===== src/rtl/motion_pkg.sv =====
// rtl/motion_pkg.sv - shared mode codes and FSM state encoding for motion_integrator_n
package motion_pkg;

  localparam logic [1:0] MODE_HOLD = 2'b00;
  localparam logic [1:0] MODE_SAT  = 2'b01;
  localparam logic [1:0] MODE_WRAP = 2'b10;
  localparam logic [1:0] MODE_CLR  = 2'b11;

  typedef enum logic [2:0] {
    IDLE = 3'd0,
    ACK  = 3'd1,
    REQ  = 3'd2,
    WAIT = 3'd3,
    UPD  = 3'd4,
    DONE = 3'd5
  } state_e;

endpackage


===== src/rtl/motion_axis_step.sv =====
// rtl/motion_axis_step.sv - combinational single-axis position step with overflow policy
module motion_axis_step
  import motion_pkg::*;
#(
  parameter int W  = 8,
  parameter int VW = 4
) (
  input  logic [W-1:0]  pos,
  input  logic [VW-1:0] vel,
  input  logic [1:0]    mode,
  output logic [W-1:0]  next,
  output logic          ovf
);

  logic [W-1:0] ve;
  logic [W-1:0] s;

  assign ve  = W'($signed(vel));
  assign s   = pos + ve;
  assign ovf = (pos[W-1] == ve[W-1]) && (s[W-1] != pos[W-1]);

  // Pick the wrapped sum unless it overflowed; then apply the policy (11 behaves as hold)
  always_comb begin
    next = s;
    if (ovf) begin
      case (mode)
        MODE_SAT:  next = ve[W-1] ? {1'b1, {(W-1){1'b0}}} : {1'b0, {(W-1){1'b1}}};
        MODE_WRAP: next = s;
        default:   next = pos;
      endcase
    end
  end

endmodule


===== src/rtl/motion_integrator_n.sv =====
// rtl/motion_integrator_n.sv - N-axis position integrator; MOTION_OVF_FLAG_EN adds sticky ovf flags
module motion_integrator_n
  import motion_pkg::*;
#(
  parameter int N  = 2,
  parameter int W  = 8,
  parameter int VW = 4
) (
  input  logic            clock,
  input  logic            reset,
  input  logic [N*VW-1:0] v,
  output logic            soc_v,
  input  logic [N-1:0]    eoc_v,
  input  logic [1:0]      mode,
  input  logic            soc_p,
  output logic            eoc_p,
  output logic [N*W-1:0]  pos
`ifdef MOTION_OVF_FLAG_EN
  ,
  output logic [N-1:0]    ovf
`endif
);

  state_e                  state_q, state_d;
  logic [1:0]              mode_q, mode_d;
  logic                    soc_v_q;
  logic                    eoc_p_q;
  logic [N-1:0][W-1:0]     pos_q;
  logic [N-1:0][W-1:0]     next_w;
  logic [N-1:0]            ovf_w;
  logic [N-1:0]            load_w;
  logic                    upd_w;
  logic                    hold_w;
  logic                    start_w;

  assign upd_w   = (state_q == UPD);
  assign hold_w  = (mode_q == MODE_HOLD) || (mode_q == MODE_CLR);
  assign start_w = (state_q == IDLE) && soc_p;

  // Handshake sequencing and mode capture at the start of each update
  always_comb begin
    state_d = state_q;
    mode_d  = mode_q;
    case (state_q)
      IDLE: if (soc_p) begin
        state_d = ACK;
        mode_d  = mode;
      end
      ACK:  if (!soc_p) state_d = REQ;
      REQ:  if (eoc_v == '0) state_d = WAIT;
      WAIT: if (&eoc_v) state_d = UPD;
      UPD:  state_d = DONE;
      DONE: state_d = IDLE;
      default: state_d = IDLE;
    endcase
  end

  // State, latched mode and handshake outputs; outputs are registered decodes of the next state
  always_ff @(posedge clock or posedge reset) begin
    if (reset) begin
      state_q <= IDLE;
      mode_q  <= MODE_HOLD;
      soc_v_q <= 1'b0;
      eoc_p_q <= 1'b1;
    end else begin
      state_q <= state_d;
      mode_q  <= mode_d;
      soc_v_q <= (state_d == REQ);
      eoc_p_q <= (state_d == IDLE);
    end
  end

  for (genvar i = 0; i < N; i++) begin : g_axis
    motion_axis_step #(
      .W  (W),
      .VW (VW)
    ) u_step (
      .pos  (pos_q[i]),
      .vel  (v[i*VW +: VW]),
      .mode (mode_q),
      .next (next_w[i]),
      .ovf  (ovf_w[i])
    );
    // A held overflow skips the load so the axis keeps exactly its own value
    assign load_w[i] = upd_w && !(ovf_w[i] && hold_w);
  end

  // Position registers, all axes loaded on the same UPD edge
  always_ff @(posedge clock or posedge reset) begin
    if (reset) begin
      pos_q <= '0;
    end else begin
      for (int i = 0; i < N; i++) begin
        if (load_w[i]) pos_q[i] <= next_w[i];
      end
    end
  end

`ifdef MOTION_OVF_FLAG_EN
  logic [N-1:0] ovf_q;

  // Sticky overflow flags, cleared only when an update is started with mode 11
  always_ff @(posedge clock or posedge reset) begin
    if (reset) begin
      ovf_q <= '0;
    end else if (start_w && (mode == MODE_CLR)) begin
      ovf_q <= '0;
    end else if (upd_w) begin
      ovf_q <= ovf_q | ovf_w;
    end
  end

  assign ovf = ovf_q;
`else
  logic unused_start;
  assign unused_start = start_w;
`endif

  assign soc_v = soc_v_q;
  assign eoc_p = eoc_p_q;
  assign pos   = pos_q;

endmodule


===== config.mk =====
export PLATFORM = sky130hd
export DESIGN_NAME = motion_integrator_n
export DESIGN_NICKNAME = d
export VERILOG_FILES = /design/src/rtl/motion_pkg.sv /design/src/rtl/motion_axis_step.sv /design/src/rtl/motion_integrator_n.sv
export SDC_FILE = /design/constraint.sdc
export NUM_CORES = 1
export LEC_CHECK = 0
export CAP_MARGIN = 20
export CELL_PAD_IN_SITES_DETAIL_PLACEMENT = 2
export CELL_PAD_IN_SITES_GLOBAL_PLACEMENT = 2
export CORE_MARGIN = 3
export CORE_UTILIZATION = 32
export CTS_CLUSTER_DIAMETER = 30
export DETAILED_ROUTE_END_ITERATION = 16
export MAX_ROUTING_LAYER = met4
export PLACE_DENSITY = 0.89
export SLEW_MARGIN = 20
export SYNTH_ARGS = -nofsm -noshare
export SYNTH_HDL_FRONTEND = slang
export SYNTH_SLANG_ARGS = --single-unit

===== constraint.sdc =====
create_clock -name clock -period 2.7 [get_ports clock]
set_clock_uncertainty 0.05 [all_clocks]
set_input_delay 0.81 -clock clock [delete_from_list [all_inputs] [get_ports clock]]
set_output_delay 0.81 -clock clock [all_outputs]
set_load 0.1 [all_outputs]

==> results of run 1 <==
[logic make-up after synthesis]
| logic type | Yosys count | share of synthesized area [%] |
|---|---|---|
| buf+inv | 9 | 2.41 |
| compound gates | 58 | 26.8 |
| xor+xnor | 8 | 4.10 |
| flops | 23 | 33.7 |
| simple gates | 58 | 16.1 |
| mux | 5 | 3.51 |
| fa+ha+maj | 17 | 13.3 |
[worst max-delay path by stage]
| stage | start | cells past startpoint | to | slack [ns] |
|---|---|---|---|---|
| floorplan | pos[9] | 8 | pos[15] | 0.0009 |
| global placement | v[3] | 9 | pos[4] | -0.51 |
| finish | v[4] | 10 | pos[14] | -0.002 |
| detailed placement | v[7] | 8 | pos[8] | -0.75 |
| global route | v[4] | 10 | pos[14] | -0.09 |
| CTS | v[0] | 11 | pos[6] | 0.0002 |
[state kept, by name, summed over array words and instances, names as in the netlist]
signal	flops
pos	16
eoc_p	1
soc_v	1
state_q	3
mode_q	2
[metrics by stage]
stage          cells  util, %  setup WS, ns
6_report         323     55.7      -0.00226
5_1_grt          323     55.7       -0.0929
4_1_cts          320     52.7      0.000195
3_5_place_dp     311     47.0        -0.754
3_3_place_gp     311     47.0        -0.507
2_1_floorplan    178        -      0.000907
[placed cells by master, fill, tap and decap left out, types with 4 or more instances in the layout]
cell type | Yosys | layout
nand2_1 | 18 | 18
inv_1 | 8 | 7
buf_6 | 1 | 5
a21o_1 | 4 | 4
nand3_1 | 4 | 4
a2bb2oi_1 | 14 | 4
ha_1 | 15 | 5
dfrtp_1 | 22 | 22
ha_4 | 0 | 9
o21ai_0 | 8 | 6
nor2_1 | 17 | 16
nand2b_1 | 4 | 4
clkdlybuf4s50_1 | 0 | 7
xor2_1 | 4 | 4
buf_4 | 0 | 56
a21oi_1 | 10 | 8
xnor2_1 | 4 | 4
a2bb2oi_2 | 0 | 8
[critical path: stages]
cell             delay [ns]
clkdlybuf4s50_1        0.47
ha_2                   0.20
inv_1                  0.06
fa_2                   0.39
nor2b_4                0.18
o31ai_2                0.11
a21oi_1                0.22
xor2_1                 0.17
nand2_1                0.10
a2bb2oi_2              0.16
[what timing repair did]
item                                    CTS  global route
endpoints found under the setup margin   15            15
pin swaps                                15            11
gates resized for setup                  41            27
buffers inserted                          5             3
[per-layer routing]
metal	vias up	track usage [%]	share of wire, %
met2	61	53.6	54
li1	810	-	-
met3	28	5.78	3.6
met4	0	12.2	4.2
met5	-	-	0
met1	965	33.4	38
[final cells by class]
cell class / instances / area share [%]
multi-input combinational: 146 / 51.1
timing repair buffer: 75 / 22.1
sequential: 23 / 20.9
tap: 67 / 3.04
clock buffer: 3 / 1.50
inverter: 8 / 1.09
clock inverter: 1 / 0.273
==> flow_summary.yaml, run 1 <==
worst_setup_path:
  cp-start-kind: "input pin"
  r2r.worst_path.cells: 9
  cp.arrival_ns: 2.87
  r2r_setup_slack_ns: 0.33
  rr_startpoint: "pos[1]"
  path_class: "input pin to flip-flop"
  worstPathMaxFanout: 3
  timing.rr.end: "pos[0]"
  crit_path_end_kind: "flip-flop"
  critical_path_required_ns: 2.87
cells_and_area:
  area_growth_pct: 61.0
  n_antenna_cell: 0
  fill_cells: 520
  drive_gt1_share_pct: 45.7
  nets: 289
  multi_input_area_um2: 1410
  final_cell_area_um2: 2750
  regArea_um2: 577
global_routing:
  grt_use_total_pct: 30.3
  grt.overflow.total: 0
  grt_pass1_wl_um: 13300
  grt_pass1_vias: 2090
  grt_antenna_before_repair: 0
  grt_max_degree: 15
min_path:
  hp-start: "mode_q[1]"
  holdPathEnd: "mode_q[1]"
  whs_path_depth: 1
  hold_path_class: "flip-flop to flip-flop"
die:
  io_pins: 33
  rows: 25
  dieWidth_um: 79.1
  die_area_um2: 6260
  core-area_um2: 4940
  die_h_um: 79.1
  initial_core_util_pct: 34.6
routing:
  via_per_inst: 5.77
  dr.pass1.iters: 4
  vias: 1864
  drt_wl_total_um: 9270
  ant_nets: 0
  drc: 0
  wire_per_inst_um: 28.7
  drt-initial-drc-count: 72
clock_tree:
  hold_buffers: 0
  clockRootBuffer: "clkbuf_8"
  clk_pin_slew_ns: 0.10
  cts_sinks: 23
  cts_buffers: 3
  htree_levels: 1
  cts_tree: "done"
  clk_path_buf_depth: 2
  clock_latency_ns: 0.29
logic_synthesis:
  ys_seq_area_share_pct: 33.7
  netlist_area_um2: 1710
  ys_top_cells_by_area: "dfrtp_1, ha_1, a2bb2oi_1, nand2_1, nor2_1"
  synth_most_common_cell: "dfrtp_1"
  synth_edf_count: 0
  synth_nets: 210
  ys.flop_type: "dfrtp_1"
  ys_seq_elements: 23
  synth_common_cells: "dfrtp_1, nand2_1, nor2_1"
  async_flop_share_pct: 100
  yosysUniqueCellTypes: 46
  synthCells: 178
  synth_top_area_share_pct: 32.2
  ys_warn_count: 0
  synth.avg_cell_area_um2: 9.61
  yosysTopAreaCell: "dfrtp_1"
timing:
  tightest_slew_ns: 0.541
  worst_hold_slack_ns: 0.508
  final_max_slew_viol_count: 0
  min_period_ns: 2.70
  slew-limit-headroom_pct: 63.8
  hold_violations: 0
  fin_ws_ns: -0.00226
  final-setup-viol-count: 1
  min_period_over_period_pct: 100
  timing.fmax_ghz: 0.370
  fin_tns_setup_ns: -0.00226
placement:
  placedInstanceArea_um2: 2320
  globalplace.congestion: 0.750
  port_buffers: 32
  place_hpwl_um: 5170
status:
  status: "finished, violations left"
  failed_checks: "setup timing"
flow_run:
  max_cap_viol_count: 0
Power of run 1 is not shown: default switching activity piles up to over one toggle a cycle in this logic, so the estimate is an artifact.
==> run 2, diff against run 1 <==
--- a/constraint.sdc
+++ b/constraint.sdc
@@ -4,2 +4,2 @@
 set_output_delay 0.81 -clock clock [all_outputs]
-set_load 0.1 [all_outputs]
+set_load 0.01 [all_outputs]
==> run 2 against run 1 <==
  * The run still ends with setup timing left
  * Critical path depth decreased by 1
  * First-iteration DRC count decreased by 14%
  * Via count increased by 2.3%
  * Final cell count increased by 1.9%
  * Worst hold slack improved by 0.033 ns
==> flow_summary.yaml, run 2 (synthesis results as in run 1) <==
global_routing:
  grt_max_degree: 15
  grt_use_total_pct: 26.6
  grt.overflow.total: 0
  grt_antenna_before_repair: 0
  grt_pass1_wl_um: 12200
  grt_pass1_vias: 2087
timing:
  fin_ws_ns: -0.0633
  final-setup-viol-count: 7
  timing.fmax_ghz: 0.362
  min_period_over_period_pct: 102
  min_period_ns: 2.76
  hold_violations: 0
  worst_hold_slack_ns: 0.541
  tightest_slew_ns: 0.559
  slew-limit-headroom_pct: 62.6
  final_max_slew_viol_count: 0
  fin_tns_setup_ns: -0.267
clock_tree:
  cts_tree: "done"
  clk_pin_slew_ns: 0.10
  htree_levels: 1
  hold_buffers: 0
  cts_buffers: 3
  clockRootBuffer: "clkbuf_8"
  cts_sinks: 23
  clk_path_buf_depth: 2
  clock_latency_ns: 0.29
cells_and_area:
  final_cell_mix: "buf_4, clkdlybuf4s50_1, dfrtp_1, nand2_1, nor2_1"
  nets: 295
  final_common_cell: "buf_4"
  n_antenna_cell: 0
  drive_gt1_share_pct: 38.9
  largest_reg_flops: 16
  fin_util_pct: 56.9
  area_growth_pct: 64.5
pwr:
  vdd.ir_drop.worst_mv: 0.560
  leakagePower_nw: 1.22
  power_density_nw_per_um2: 1320
routing:
  wire_per_inst_um: 29.4
  via_per_inst: 5.79
  ant_nets: 0
  drt-initial-drc-count: 62
  vias: 1906
  drt_wl_total_um: 9660
  dr.pass1.iters: 4
  drc: 0
worst_setup_path:
  r2r_setup_slack_ns: 0.31
  crit_path_end_kind: "flip-flop"
  path_class: "input pin to flip-flop"
  cp-start-kind: "input pin"
  timing.rr.end: "pos[10]"
  cp.arrival_ns: 2.92
  r2r.worst_path.cells: 8
  worstPathMaxFanout: 7
  critical_path_required_ns: 2.86
  rr_startpoint: "pos[12]"
flow_run:
  max_cap_viol_count: 0
min_path:
  hold_path_class: "flip-flop to flip-flop"
  holdPathEnd: "pos[5]"
  hp-start: "pos[5]"
  whs_path_depth: 1
die:
  dieWidth_um: 79.1
  io_pins: 33
  die_area_um2: 6260
  rows: 25
  initial_core_util_pct: 34.6
  die_h_um: 79.1
  core-area_um2: 4940
placement:
  globalplace.congestion: 0.780
  port_buffers: 32
  dp_slack_ns: -0.758
  place_hpwl_um: 4770
status:
  failed_checks: "setup timing"
  status: "finished, violations left"
-- run 2: worst max-delay path by stage --
stage | from | end | slack (ns) | depth (start not counted)
global placement | v[7] | pos[8] | -0.50 | 8
finish | v[7] | pos[10] | -0.06 | 9
global route | v[7] | pos[10] | -0.10 | 9
CTS | v[2] | pos[3] | 0.0005 | 10
detailed placement | v[7] | pos[8] | -0.76 | 8
floorplan | v[1] | pos[0] | 0.22 | 7
-- run 2: final cells by class --
type	count	area, um2
clock inverter	1	7.51
timing repair buffer	81	708
inverter	8	30.0
tap	67	83.8
multi-input combinational	146	1370
sequential	23	577
clock buffer	3	41.3
fill	499	2130
-- run 2: worst max-delay path: stages --
cell and delay [ns]:
dlygate4sd2_1 0.29, ha_1 0.39, o211ai_1 0.15, o21ai_2 0.23, a31o_4 0.28, mux2i_2 0.28, buf_4 0.22, nand2_1 0.08
a2bb2oi_1 0.18
-- run 2: stage by stage --
| stage | total power [W] | std cells | instance area [um2] |
|---|---|---|---|
| 2_1_floorplan | 0.00175 | 178 | 1710 |
| 3_3_place_gp | 0.00248 | 314 | 2390 |
| 3_5_place_dp | 0.00264 | 314 | 2390 |
| 4_1_cts | 0.00306 | 325 | 2580 |
| 5_1_grt | 0.00390 | 329 | 2810 |
| 6_report | 0.00372 | 329 | 2810 |
-- run 2: report_power, final --
group | total [W] | switching [W] | internal, W
clock network | 0.000248 | 0.000143 | 0.000105
registers | 0.000745 | 0.000241 | 0.000504
logic | 0.00272 | 0.00141 | 0.00132
-- run 2: per-layer routing --
metal  track usage, %  vias up  share of wire, %
met2             46.5       66                53
li1                 -      818                 -
met3             3.51       29               4.1
met1             32.7      993                40
met4             6.01        0               3.0
met5                -        -                 0
-- run 2: repair_timing --
item                       in CTS  in global routing
pin swaps                      12                 17
setup endpoints to repair      15                 15
buffers inserted                7                  5
resized for setup              22                 40
Note: power is estimated with default switching activity, not from simulation.
